### src/rtl/ni_gen2.sv
// GPU network interface: translates GPU IDs to routing addresses on the TX path and filters
// and translates router flits back to this node's ID on the RX path.

module ni_gen2_fifo #(
  parameter int DATA_W = 16,
  parameter int DEPTH  = 8
) (
  input  logic                       clk,
  input  logic                       reset,
  input  logic                       push,
  input  logic [DATA_W-1:0]          push_data,
  input  logic                       pop,
  output logic [$clog2(DEPTH):0]     level,
  output logic                       head_valid,
  output logic [DATA_W-1:0]          head_data
);
  localparam int PTR_W = $clog2(DEPTH);
  localparam int LVL_W = PTR_W + 1;
  localparam logic [LVL_W-1:0] FULL = LVL_W'(DEPTH);

  logic [DATA_W-1:0] mem [DEPTH];
  logic [PTR_W-1:0]  wr_ptr;
  logic [PTR_W-1:0]  rd_ptr;
  logic [PTR_W-1:0]  rd_ptr_next;
  logic [LVL_W-1:0]  level_next;
  logic [DATA_W-1:0] head_next;
  logic              do_push;
  logic              do_pop;

  // The head register is preloaded with the entry that will be at the read pointer after this
  // edge; a push into the slot that becomes the head is bypassed so latency stays one cycle.
  always_comb begin
    do_pop      = pop && (level != '0);
    do_push     = push && ((level != FULL) || do_pop);
    rd_ptr_next = do_pop ? rd_ptr + PTR_W'(1) : rd_ptr;
    level_next  = level;
    if (do_push && !do_pop)
      level_next = level + LVL_W'(1);
    else if (do_pop && !do_push)
      level_next = level - LVL_W'(1);
    head_next = '0;
    if (level_next != '0) begin
      if (do_push && (rd_ptr_next == wr_ptr))
        head_next = push_data;
      else
        head_next = mem[rd_ptr_next];
    end
  end

  always_ff @(posedge clk) begin
    if (do_push)
      mem[wr_ptr] <= push_data;
  end

  always_ff @(posedge clk) begin
    if (reset) begin
      wr_ptr     <= '0;
      rd_ptr     <= '0;
      level      <= '0;
      head_valid <= 1'b0;
      head_data  <= '0;
    end else begin
      if (do_push)
        wr_ptr <= wr_ptr + PTR_W'(1);
      rd_ptr     <= rd_ptr_next;
      level      <= level_next;
      head_valid <= (level_next != '0);
      head_data  <= head_next;
    end
  end
endmodule

module ni_gen2 #(
  parameter int GPU_ID      = 17,
  parameter int NUM_GPUS    = 32,
  parameter int DATA_W      = 16,
  parameter int HDR_W       = 6,
  parameter int ADDR_OFFSET = 3,
  parameter int FIFO_DEPTH  = 8
) (
  input  logic                          clk,
  input  logic                          reset,
  input  logic [DATA_W-1:0]             gpu_data_in,
  input  logic                          gpu_valid_in,
  output logic                          gpu_ready_out,
  output logic [DATA_W-1:0]             router_data_out,
  output logic                          router_valid_out,
  input  logic                          router_ready_in,
  input  logic [DATA_W-1:0]             router_data_in,
  input  logic                          router_valid_in,
  output logic                          router_ready_out,
  output logic [DATA_W-1:0]             gpu_data_out,
  output logic                          gpu_valid_out,
  input  logic                          gpu_ready_in,
  output logic [$clog2(FIFO_DEPTH):0]   tx_level,
  output logic [$clog2(FIFO_DEPTH):0]   rx_level,
  output logic [7:0]                    tx_drop_cnt,
  output logic [7:0]                    rx_drop_cnt
);
  localparam int LVL_W = $clog2(FIFO_DEPTH) + 1;
  localparam int PAY_W = DATA_W - HDR_W;
  localparam logic [LVL_W-1:0] FULL     = LVL_W'(FIFO_DEPTH);
  localparam logic [HDR_W:0]   MAX_ID   = (HDR_W+1)'(NUM_GPUS);
  localparam logic [HDR_W-1:0] OFFSET   = HDR_W'(ADDR_OFFSET);
  localparam logic [HDR_W-1:0] OWN_ID   = HDR_W'(GPU_ID);
  localparam logic [HDR_W-1:0] OWN_ADDR = HDR_W'(GPU_ID + ADDR_OFFSET);

  logic [HDR_W-1:0]  tx_id;
  logic [PAY_W-1:0]  tx_payload;
  logic [HDR_W-1:0]  rx_addr;
  logic [PAY_W-1:0]  rx_payload;
  logic              tx_accept;
  logic              tx_id_ok;
  logic              tx_push;
  logic              tx_drop;
  logic              tx_pop;
  logic              rx_accept;
  logic              rx_push;
  logic              rx_drop;
  logic              rx_pop;
  logic [DATA_W-1:0] tx_entry;
  logic [DATA_W-1:0] rx_entry;

  // Readiness depends only on registered levels, never on the opposite side's handshake.
  assign gpu_ready_out    = (tx_level != FULL);
  assign router_ready_out = (rx_level != FULL);

  always_comb begin
    tx_id      = gpu_data_in[DATA_W-1 -: HDR_W];
    tx_payload = gpu_data_in[PAY_W-1:0];
    rx_addr    = router_data_in[DATA_W-1 -: HDR_W];
    rx_payload = router_data_in[PAY_W-1:0];

    tx_accept = gpu_valid_in && gpu_ready_out;
    tx_id_ok  = (tx_id != '0) && ({1'b0, tx_id} <= MAX_ID);
    tx_push   = tx_accept && tx_id_ok;
    tx_drop   = tx_accept && !tx_id_ok;
    tx_pop    = router_valid_out && router_ready_in;
    tx_entry  = {tx_id + OFFSET, tx_payload};

    rx_accept = router_valid_in && router_ready_out;
    rx_push   = rx_accept && (rx_addr == OWN_ADDR);
    rx_drop   = rx_accept && (rx_addr != OWN_ADDR);
    rx_pop    = gpu_valid_out && gpu_ready_in;
    rx_entry  = {OWN_ID, rx_payload};
  end

  ni_gen2_fifo #(.DATA_W(DATA_W), .DEPTH(FIFO_DEPTH)) tx_fifo (
    .clk        (clk),
    .reset      (reset),
    .push       (tx_push),
    .push_data  (tx_entry),
    .pop        (tx_pop),
    .level      (tx_level),
    .head_valid (router_valid_out),
    .head_data  (router_data_out)
  );

  ni_gen2_fifo #(.DATA_W(DATA_W), .DEPTH(FIFO_DEPTH)) rx_fifo (
    .clk        (clk),
    .reset      (reset),
    .push       (rx_push),
    .push_data  (rx_entry),
    .pop        (rx_pop),
    .level      (rx_level),
    .head_valid (gpu_valid_out),
    .head_data  (gpu_data_out)
  );

  // Drop counters stick at 255 rather than wrapping.
  always_ff @(posedge clk) begin
    if (reset) begin
      tx_drop_cnt <= '0;
      rx_drop_cnt <= '0;
    end else begin
      if (tx_drop && (tx_drop_cnt != 8'hFF))
        tx_drop_cnt <= tx_drop_cnt + 8'd1;
      if (rx_drop && (rx_drop_cnt != 8'hFF))
        rx_drop_cnt <= rx_drop_cnt + 8'd1;
    end
  end
endmodule

### config.mk
export PLATFORM = sky130hd
export DESIGN_NAME = ni_gen2
export DESIGN_NICKNAME = d
export VERILOG_FILES = /design/src/rtl/ni_gen2.sv
export SDC_FILE = /design/constraint.sdc
export NUM_CORES = 1
export LEC_CHECK = 0
export ABC_AREA = 1
export CORE_UTILIZATION = 25
export DETAILED_ROUTE_END_ITERATION = 7
export PLACE_DENSITY_LB_ADDON = 0.12
export SYNTH_ARGS = -nofsm -noshare
export SYNTH_HDL_FRONTEND = slang
export SYNTH_SLANG_ARGS = --single-unit
### constraint.sdc
create_clock -name clk -period 3.6 [get_ports clk]
set_input_delay 0.72 -clock clk [delete_from_list [all_inputs] [get_ports clk]]
set_output_delay 0.72 -clock clk [all_outputs]
set_load 0.03 [all_outputs]
# --- Yosys cells after proc, flatten, opt, wreduce, memory -nomap -nowiden ---
# Memory sizes are Yosys's and may differ from the RTL's. A register that Yosys moved wholly into a read port is not among the register bits.
# Index checks and enable logic that the tools add are counted.
classes:
  n_reduce_logical: 35
  bitwise_logic: 2
  order_cmp: 1
  eq_ne: 7
  n_mux: 11
  n_addsub: 11
op_table:
  columns: ["cell", "n"]
  rows:
  - ["1-bit logical AND", 20]
  - ["8-bit by 1-bit adder with 8-bit output (second input constant)", 2]
  - ["4-bit 2-to-1 mux", 4]
  - ["8-bit != test (second input constant)", 2]
  - ["4-bit nonzero test", 4]
  - ["15-bit 2-to-1 mux", 1]
  - ["3-bit by 1-bit adder with 3-bit output (second input constant)", 4]
  - ["4-bit by 1-bit adder with 4-bit output (second input constant)", 2]
  - ["4-bit != test (second input constant)", 2]
  - ["4-bit by 1-bit subtractor with 4-bit output (second input constant)", 2]
  - ["6-bit by 2-bit adder with 6-bit output (second input constant)", 1]
  - ["6-bit by 5-bit equality test with 1-bit output (second input constant)", 1]
  - ["6-bit less-or-equal comparator (second input constant)", 1]
  - ["3-bit 2-to-1 mux", 2]
  - ["6-bit by 5-bit != test with 1-bit output (second input constant)", 1]
  - ["6-bit nonzero test", 1]
  - ["1-bit zero test", 5]
  - ["1-bit 2-to-1 mux", 4]
  - ["2-bit OR reduction", 2]
  - ["3-bit equality test", 1]
  - ["3-bit OR reduction", 1]
  - ["1-bit logical OR", 2]
  - ["1-bit inverter", 2]
totals:
  word_cells: 81
  in_bits: 38
  memories: 2
  ram_bits: 208
  reg_bits: 54
  out_inout_bits: 60
mem_list:
  columns: ["name", "words", "width", "rd", "rd_ports_with_merged_regs", "write_ports", "line", "source"]
  rows:
  - ["tx_fifo.mem", 8, 16, 1, 1, 1, "21", "logic [DATA_W-1:0] mem [DEPTH];"]
  - ["rx_fifo.mem", 8, 10, 1, 1, 1, "21", null]

# --- Longest topological paths before layout ---
# Gate-level depths: netlist of the first run.
logic_depth:
  ltp_word: 11
  mapped_depth: 17
  ltp_nobuf: 16

# --- Modules after synthesis ---
# A second synthesis of the first run with hierarchy kept.
unflattened:
  hier_cells: 1489
  hier_area_um2: 14546.5
by_module_without_submodules:
  columns: ["mod", "instances", "area_per_inst_um2", "cells_each"]
  rows:
  - ["ni_gen2_fifo (tx_fifo)", 1, 6687.7, 646]
  - ["ni_gen2_fifo (rx_fifo)", 1, 6682.7, 648]
  - ["ni_gen2", 1, 1176.1, 195]

# --- Least setup slack after synthesis of the first run ---
# OpenSTA, ideal clock, no wires.
synth_timing:
  path_kind: "flip-flop to flip-flop"
  from: "reg rx_fifo.level[0]"
  to: "mem rx_fifo.mem[2][0] (netlist name), enable pin"
  slack_ns: 0.481
  arrival_ns: 2.730
  path_buffers: 1
  path_stages_with_launch: 9
  setup_time_ns: 0.390
  cell_sequence: "dfxtp_1 inv_1 ha_1 nand3_1 nand2_1 nor2_2 clkbuf_1 nand2_1 nor3_1"
synth_via:
  elab_chain_len: 6
  word_cells_on_any_way: 9
synth_rtl:
  columns: ["item", "line", "source"]
  rows:
  - ["start: declaration", "13", "output logic [$clog2(DEPTH):0] level,"]
  - ["start signal: assignment", "66", "level <= level_next;"]
  - ["4-bit != test (*)", "126", "assign router_ready_out = (rx_level != FULL);"]
  - ["named net router_ready_out", "91", "output logic router_ready_out,"]
  - ["1-bit logical AND", "141", "rx_accept = router_valid_in && router_ready_out;"]
  - ["1-bit logical AND", "142", "rx_push = rx_accept && (rx_addr == OWN_ADDR);"]
  - ["1-bit logical AND (*)", "34", "do_push = push && ((level != FULL) || do_pop);"]
  - ["1-bit 2-to-1 mux (*)", "51", "if (do_push)"]
  - ["1-bit 2-to-1 mux (not written as such) (*)", "52", "mem[wr_ptr] <= push_data;"]
  - ["end: declaration", "21", null]
# Mark *: on every way through the listed nets, which the timed path passes. The rest lies on a longest branch.

# --- Worst setup path after layout of the first run ---
layout_timing:
  from: "reg tx_fifo.level[0]"
  to: "out gpu_ready_out"
layout_via:
  elab_chain_len: 1
layout_rtl:
  columns: ["item", "line", "source"]
  rows:
  - ["start: declaration", "13", null]
  - ["start signal: assignment", "66", null]
  - ["4-bit != test", "125", "assign gpu_ready_out = (tx_level != FULL);"]
  - ["end: declaration", "85", "output logic gpu_ready_out,"]
# Every way passes these cells.

==> results.md, run 1 <==
| Result | Reported | Unit |
| --- | --- | --- |
| Status | finished with violations | - |
| Violations in the final reports | design-rule violations | - |
| Post-route DRC violation count | 9 | - |
| Starting density of the core | 25.4 | % |
| Overflow after GRT | 0 | - |
| Most used routing layer | met2 | - |
| Area post-placement | 13700 | µm² |
| DR vias/cell | 4.34 | - |
| Worst R2R Setup Slack | 0.99 | ns |
| Antenna cells | 0 | - |
| Post-DR wirelength/cell | 16.3 | µm |
| Post-route minimum period | 2.88 | ns |
| Endpoint of the worst-slack reg-to-reg timing path | rx_fifo.head_data[3] | - |
| Type of the worst setup path | reg2out | - |
| Iteration count of the initial detailed-routing pass | 7 | - |
| Die boundary width | 220 | µm |
| Via total after detailed routing | 8505 | - |
| Beginning of the worst register-to-register path | rx_fifo.level[0] | - |
| Leakage power | 0.00588 | µW |
| Number of filler cells placed in the layout | 4805 | - |
| Data arrival, critical path | 2.16 | ns |
| Met2 Use GR | 22.3 | % |
| Final-layout setup total negative slack | 0 | ns |
| Total CTS buffers | 34 | - |
| Total clock sinks | 273 | - |
| Post-CTS setup buffers | 0 | - |
| #FFs+latches synth | 273 | - |
| Post-CTS Hold Buffers | 0 | - |
| Sum of net half-perimeters after detailed placement | 20.0 | mm |
| Fmax | 347 | MHz |
| CTS tree | yes | - |
| Total die area | 48200 | µm² |
| Post-synth EDFFs | 208 | - |
| Crit path capture | gpu_ready_out | - |
| Post-route cell area | 14700 | µm² |
| IO Pins | 98 | - |
| Launch point of the worst path | tx_fifo.level[0] | - |
| Least-Margin Pin Slew | 0.720 | ns |
| Sort of element at the start of the critical path | register | - |
| Post-synth top area share | 52.8 | % |
| Global-route wire length before repair | 49.7 | mm |
| Post-placement setup slack | 0.412 | ns |
| Top_reg_cell synth | edfxtp_1 | - |
| RSZ-0062 raised after global routing | no | - |
| Htree depth | 2 | - |
| Cell types with the highest counts after synthesis | 331 x nand2_1, 208 x edfxtp_1, 191 x nand3_1 | - |
| Library cells used by synthesis | 36 | - |
| Clock Skew | 0.0259 | ns |
| FFs w/ async S/R, synth | 0 | % |
| Nets | 1374 | - |
| Root buf cell | clkbuf_16 | - |
| Bufs on Longest Clock Path | 3 | - |
| Number of warnings reported in the yosys synthesis log | 0 | - |
| Antenna violation net count after detailed routing | 0 | - |
| Worst Setup Slack, final | 0.717 | ns |
| Number of antenna violations at the first check in global routing | 0 | - |
| Hold/Removal Path Class | reg2reg | - |
| Maximum VDD drop | 0.000250 | V |
| Total track usage | 13.7 | % |
| CTS resizes | 0 | - |
| Count of final hold-check violations | 0 | - |
| Critical path required time | 2.88 | ns |
| Number of max-slew violations in the final report | 0 | - |
| Violation count after the first detailed-routing iteration | 465 | - |
| # port buffers | 93 | - |
| Number of global-route vias before repair | 8429 | - |
| Setup Viol. Count Final | 0 | - |
| Cell taking the most area after synthesis | edfxtp_1 | - |
| Clock insertion delay at the later pin of the skew report | 0.55 | ns |
| Sequential area share after synthesis | 63.7 | % |
| Weighted congestion at the end of routability-driven global placement | 0.741 | - |
| Fraction of final layout cells sized beyond drive strength 1 | 10.6 | % |
| Signed area change from the synthesized netlist to the final layout | 24.4 | % |
| Post-CTS clock slew at the launch and capture registers of the worst setup and hold paths | 0.05 | ns |
| Worst slew margin relative to its limit | 51.8 | % |
| Synthesized area divided by synthesized cell count | 9.89 | µm² |
| Power per Cell Area | 537 | nW/µm² |
| Number of cells produced by synthesis | 1197 | - |
| Maxcap violations | 0 | - |
| GR Layer Usage met3 | 3.01 | % |
| Number of cells traversed by the worst register-to-register path | 12 | - |
| GR Util met1 | 17.8 | % |
| Leading cell type by number of instances after synthesis | nand2_1 | - |
| Standard-cell rows | 79 | - |
| Most area-consuming cells after synthesis | edfxtp_1 53%, dfxtp_1 11%, nand2_1 10% | - |
| Post-route clock period utilization | 80.1 | % |
| Total power | 7920 | µW |
| CP endpoint kind | primary output | - |
| Placeable core region | 46700 | µm² |
| Netlist area before placement | 11800 | µm² |
| Largest driver fanout on the critical path | 5 | - |
| Vertical die dimension | 220 | µm |
| Total wire length | 31.9 | mm |
| Maximum number of pins on one net before global-route repair | 66 | - |
==> state kept, by name, summed over array words and instances, names as in the netlist, 3 cells and up <==
signal             count
rx_fifo.wr_ptr         3
tx_fifo.wr_ptr         3
tx_drop_cnt            8
rx_fifo.head_data     11
rx_fifo.level          4
tx_fifo.mem          128
tx_fifo.level          4
rx_fifo.mem           80
tx_fifo.rd_ptr         3
rx_fifo.rd_ptr         3
rx_drop_cnt            8
tx_fifo.head_data     16
==> placed cells by master (no fill, tap or decap), drive strengths merged <==
master         count
buf               48
inv              137
nand4             16
nor2              57
nor3              12
nand3b            10
xor2               8
nor4               2
o21a               2
a21oi             21
nand2            337
o21ai             48
or2                1
nand3            202
ha                11
a31oi              1
conb               4
clkbuf            43
clkinv            19
edfxtp           208
clkdlybuf4s50     93
xnor2              4
dfxtp             65
nor3b              2
==> kinds of logic after synthesis <==
group,share of synthesized area [%]
fa+ha+maj,1.16
other cells,0.0317
buf+inv,6.73
compound gates,3.15
simple gates,24.3
xor+xnor,0.888
flops,63.7
==> final cells by class <==
| class | instances | area [µm²] | share of cell area [%] |
|---|---|---|---|
| repair buffers | 141 | 1330 | 9.02 |
| clock buffers | 43 | 945 | 6.41 |
| multi-input cells | 738 | 3530 | 24.0 |
| clock inverters | 19 | 106 | 0.722 |
| inverters | 137 | 514 | 3.49 |
| flip-flops and latches | 273 | 7550 | 51.2 |
| well taps | 607 | 759 | 5.16 |
==> power by group <==
part / switching (µW) / internal, µW
Combinational: 750 / 412
Sequential: 60.7 / 3500
Clock: 1330 / 1860
Total: 2140 / 5780
==> through the flow <==
step / utilization [%] / cells / hold slack [ns]
2_1_floorplan: - / 1200 / 0.471
3_3_place_gp: 29.3 / 1896 / 0.491
3_5_place_dp: 29.3 / 1896 / 0.493
4_1_cts: 31.6 / 1958 / 0.502
5_1_grt: 31.6 / 1958 / 0.526
6_report: 31.6 / 1958 / 0.496
==> critical path, cell delays in order (launching register included) <==
cell and delay [ns]:
dfxtp_1 0.44, inv_1 0.13, ha_1 0.29, nand3_2 0.11, clkdlybuf4s50_1 0.67
==> how the worst min path moves through the flow <==
stage / from / to / depth (start not counted)
after global routing: tx_drop_cnt[3] / tx_drop_cnt[3] / 2
after floorplan: rx_fifo.wr_ptr[0] / rx_fifo.wr_ptr[0] / 2
after global placement: rx_drop_cnt[1] / rx_drop_cnt[1] / 2
final: rx_drop_cnt[1] / rx_drop_cnt[1] / 2
after detailed placement: rx_drop_cnt[1] / rx_drop_cnt[1] / 2
after CTS: rx_drop_cnt[1] / rx_drop_cnt[1] / 2
==> layer usage <==
metal,up-vias,wire length (µm)
met5,-,0
met3,56,1260
met1,4026,14800
met2,154,15000
met4,0,906
li1,4269,-
Power figures use the tool's default switching activity.
==> run 2: changes to the inputs <==
==> constraint.sdc (replaced) <==
create_clock -name clk -period 2.7 [get_ports clk]
set_input_delay 0.54 -clock clk [delete_from_list [all_inputs] [get_ports clk]]
set_output_delay 0.54 -clock clk [all_outputs]
set_load 0.03 [all_outputs]
==> run 2 against run 1 <==
The flow still finishes with violations (design-rule violations). Die area unchanged. Core utilization up 0.98 points. Combinational power up 42%. Via count down 0.44%. Critical path depth unchanged. Non-clock buffer count up 21. Sequential share of layout area down 1.5 points. Critical endpoint is now router_ready_out. Critical path type unchanged. Sequential cell count unchanged. Clock power up 40%. Final area up 3.1%. Hold slack better by 0.0082 ns. First-iteration DRC count down 14%.
==> results.md, run 2 (synthesis results as in run 1) <==
| Result | Reported | Unit |
| --- | --- | --- |
| Count of final hold-check violations | 0 | - |
| Via total after detailed routing | 8468 | - |
| Data arrival, critical path | 2.02 | ns |
| Root buf cell | clkbuf_16 | - |
| RSZ-0062 raised after global routing | no | - |
| Utilization of the core after routing | 32.6 | % |
| # port buffers | 93 | - |
| Nets | 1396 | - |
| DR vias/cell | 4.28 | - |
| End point of the most critical hold path | rx_drop_cnt[1] | - |
| Worst Setup Slack, final | 0.141 | ns |
| Post-CTS Hold Buffers | 0 | - |
| Fraction of final layout cells sized beyond drive strength 1 | 12.0 | % |
| Total die area | 48200 | µm² |
| Post-placement setup slack | -0.0527 | ns |
| Hold Path Origin | rx_drop_cnt[1] | - |
| Leakage power | 0.00605 | µW |
| Storage element area | 7550 | µm² |
| Critical path, cell by cell | inv_1 -> ha_1 -> nand3_1 -> clkdlybuf4s50_1 | - |
| Most used routing layer | met2 | - |
| Number of max-slew violations in the final report | 0 | - |
| Fmax | 391 | MHz |
| Commonest non-fill, non-tap cell in the layout | nand2_1 | - |
| Worst R2R Setup Slack | 0.36 | ns |
| Violation count after the first detailed-routing iteration | 398 | - |
| Signed area change from the synthesized netlist to the final layout | 28.3 | % |
| Post-route clock period utilization | 94.8 | % |
| Critical path required time | 2.16 | ns |
| Area of the multi-input gates | 3560 | µm² |
| GR Util met1 | 16.9 | % |
| CTS tree | yes | - |
| Post-CTS clock slew at the launch and capture registers of the worst setup and hold paths | 0.05 | ns |
| Standard-cell rows | 79 | - |
| Starting density of the core | 25.4 | % |
| Total CTS buffers | 35 | - |
| Met2 Use GR | 22.5 | % |
| Flip-flop count of the largest register, all copies and words added | 128 | - |
| Number of filler cells placed in the layout | 4802 | - |
| Maxcap violations | 0 | - |
| Worst path top cell family by delay | buffers and inverters | - |
| Largest driver fanout on the critical path | 5 | - |
| CP endpoint kind | primary output | - |
| GR Layer Usage met3 | 2.39 | % |
| Sort of element at the start of the critical path | register | - |
| Number of cells traversed by the worst register-to-register path | 12 | - |
| Antenna violation net count after detailed routing | 0 | - |
| Total wire length | 31.3 | mm |
| Htree depth | 2 | - |
| Critical-path top delay cell | clkdlybuf4s50_1 | - |
| Antenna cells | 0 | - |
| Clock insertion delay at the later pin of the skew report | 0.54 | ns |
| Combined buffer and inverter count along the critical path | 2 | - |
| Vertical die dimension | 220 | µm |
| Violations in the final reports | design-rule violations | - |
| Total clock sinks | 273 | - |
| Power per Cell Area | 716 | nW/µm² |
| Number of antenna violations at the first check in global routing | 0 | - |
| Iteration count of the initial detailed-routing pass | 8 | - |
| Status | finished with violations | - |
| Setup Viol. Count Final | 0 | - |
| Total track usage | 13.3 | % |
| Clock Skew | 0.0244 | ns |
| Post-route minimum period | 2.56 | ns |
| Post-route DRC violation count | 14 | - |
| Number of global-route vias before repair | 8151 | - |
| Type of the worst setup path | reg2out | - |
| Weighted congestion at the end of routability-driven global placement | 0.763 | - |
| Hold-critical path depth | 2 | - |
| Sum of net half-perimeters after detailed placement | 19.4 | mm |
| Maximum VDD drop | 0.000360 | V |
| Beginning of the worst register-to-register path | rx_fifo.level[0] | - |
| Largest registers | tx_fifo.mem x128, rx_fifo.mem x80, tx_fifo.head_data x16 | - |
| Commonest cells after routing, fill and taps aside | 329 x nand2_1, 208 x edfxtp_1, 191 x nand3_1 | - |
| IO Pins | 98 | - |
| Post-DR wirelength/cell | 15.8 | µm |
| Bufs on Longest Clock Path | 3 | - |
| Global-route wire length before repair | 48.5 | mm |
| Die boundary width | 220 | µm |
| Least-Margin Pin Slew | 0.740 | ns |
| Hold/Removal Path Class | reg2reg | - |
| Worst slew margin relative to its limit | 50.5 | % |
| Placeable core region | 46700 | µm² |
| Endpoint of the worst-slack reg-to-reg timing path | rx_fifo.head_data[2] | - |
| Register bank with the most flops | tx_fifo.mem | - |
| Maximum number of pins on one net before global-route repair | 65 | - |
| Overflow after GRT | 0 | - |
| Slowest Stage Delay on Critical Path | 0.69 | ns |
run 2: cell count changes in the layout (fill, tap and decap cells not counted), moves of 2 or more:
cell	delta
buf_12	+18
clkbuf_1	+9
clkinv_2	-5
nor3_1	-4
buf_4	+3
clkinv_1	-3
nor3_2	+3
clkbuf_16	+2
clkbuf_8	-2
dfxtp_1	-2
dfxtp_2	+2
run 2: worst max-delay path by stage:
stage                                 from           endpoint  cells after the start
after floorplan           rx_fifo.level[0]  rx_fifo.mem[3][0]                      9
after global placement     gpu_data_in[10]  tx_fifo.mem[1][8]                     13
after detailed placement   gpu_data_in[10]  tx_fifo.mem[1][8]                     13
after CTS                 tx_fifo.level[0]      gpu_ready_out                      4
after global routing      rx_fifo.level[0]   router_ready_out                      4
final                     rx_fifo.level[0]   router_ready_out                      4
run 2: timing repair:
item | in CTS | in global routing
setup endpoints to repair | 0 | 1
resized for setup | 0 | 1
buffers inserted | 0 | 0
run 2: worst register-to-register path, delay by kind of cell (launching register included):
| kind | cells | cell delay [ns] |
|---|---|---|
| simple gates | 7 | 0.83 |
| xor+xnor | 1 | 0.60 |
| flops | 1 | 0.37 |
| buf+inv | 3 | 0.29 |
| fa+ha+maj | 1 | 0.23 |
run 2: routing by layer:
metal / up-vias / share of wire, %
li1: 4305 / -
met4: 0 / 2.3
met1: 3976 / 46
met5: - / 0
met2: 141 / 48
met3: 46 / 3.7
run 2: power by group:
| part | switching (µW) | internal, µW | leakage [µW] | total, µW |
|---|---|---|---|---|
| combinational | 1010 | 644 | 0.00310 | 1650 |
| clock | 1800 | 2670 | 0.000536 | 4460 |
| sequential | 86.4 | 4670 | 0.00241 | 4760 |
run 2: layout make-up:
class / instances / share of cell area (%)
flip-flops and latches: 273 / 49.7
multi-input cells: 738 / 23.4
repair buffers: 162 / 11.3
clock buffers: 52 / 6.59
well taps: 607 / 5.00
inverters: 137 / 3.39
clock inverters: 11 / 0.601
run 2: stage by stage:
step	instances	setup TNS (ns)	cell area [µm²]	power, µW	hold slack [ns]
detailed placement	1917	-1.67	14100	6540	0.494
CTS	1980	0	15200	11100	0.504
floorplan	1200	-4.26	11900	5770	0.471
finish	1980	0	15200	10900	0.504
global placement	1917	-0.0736	14100	6550	0.491
global route	1980	0	15200	11400	0.530
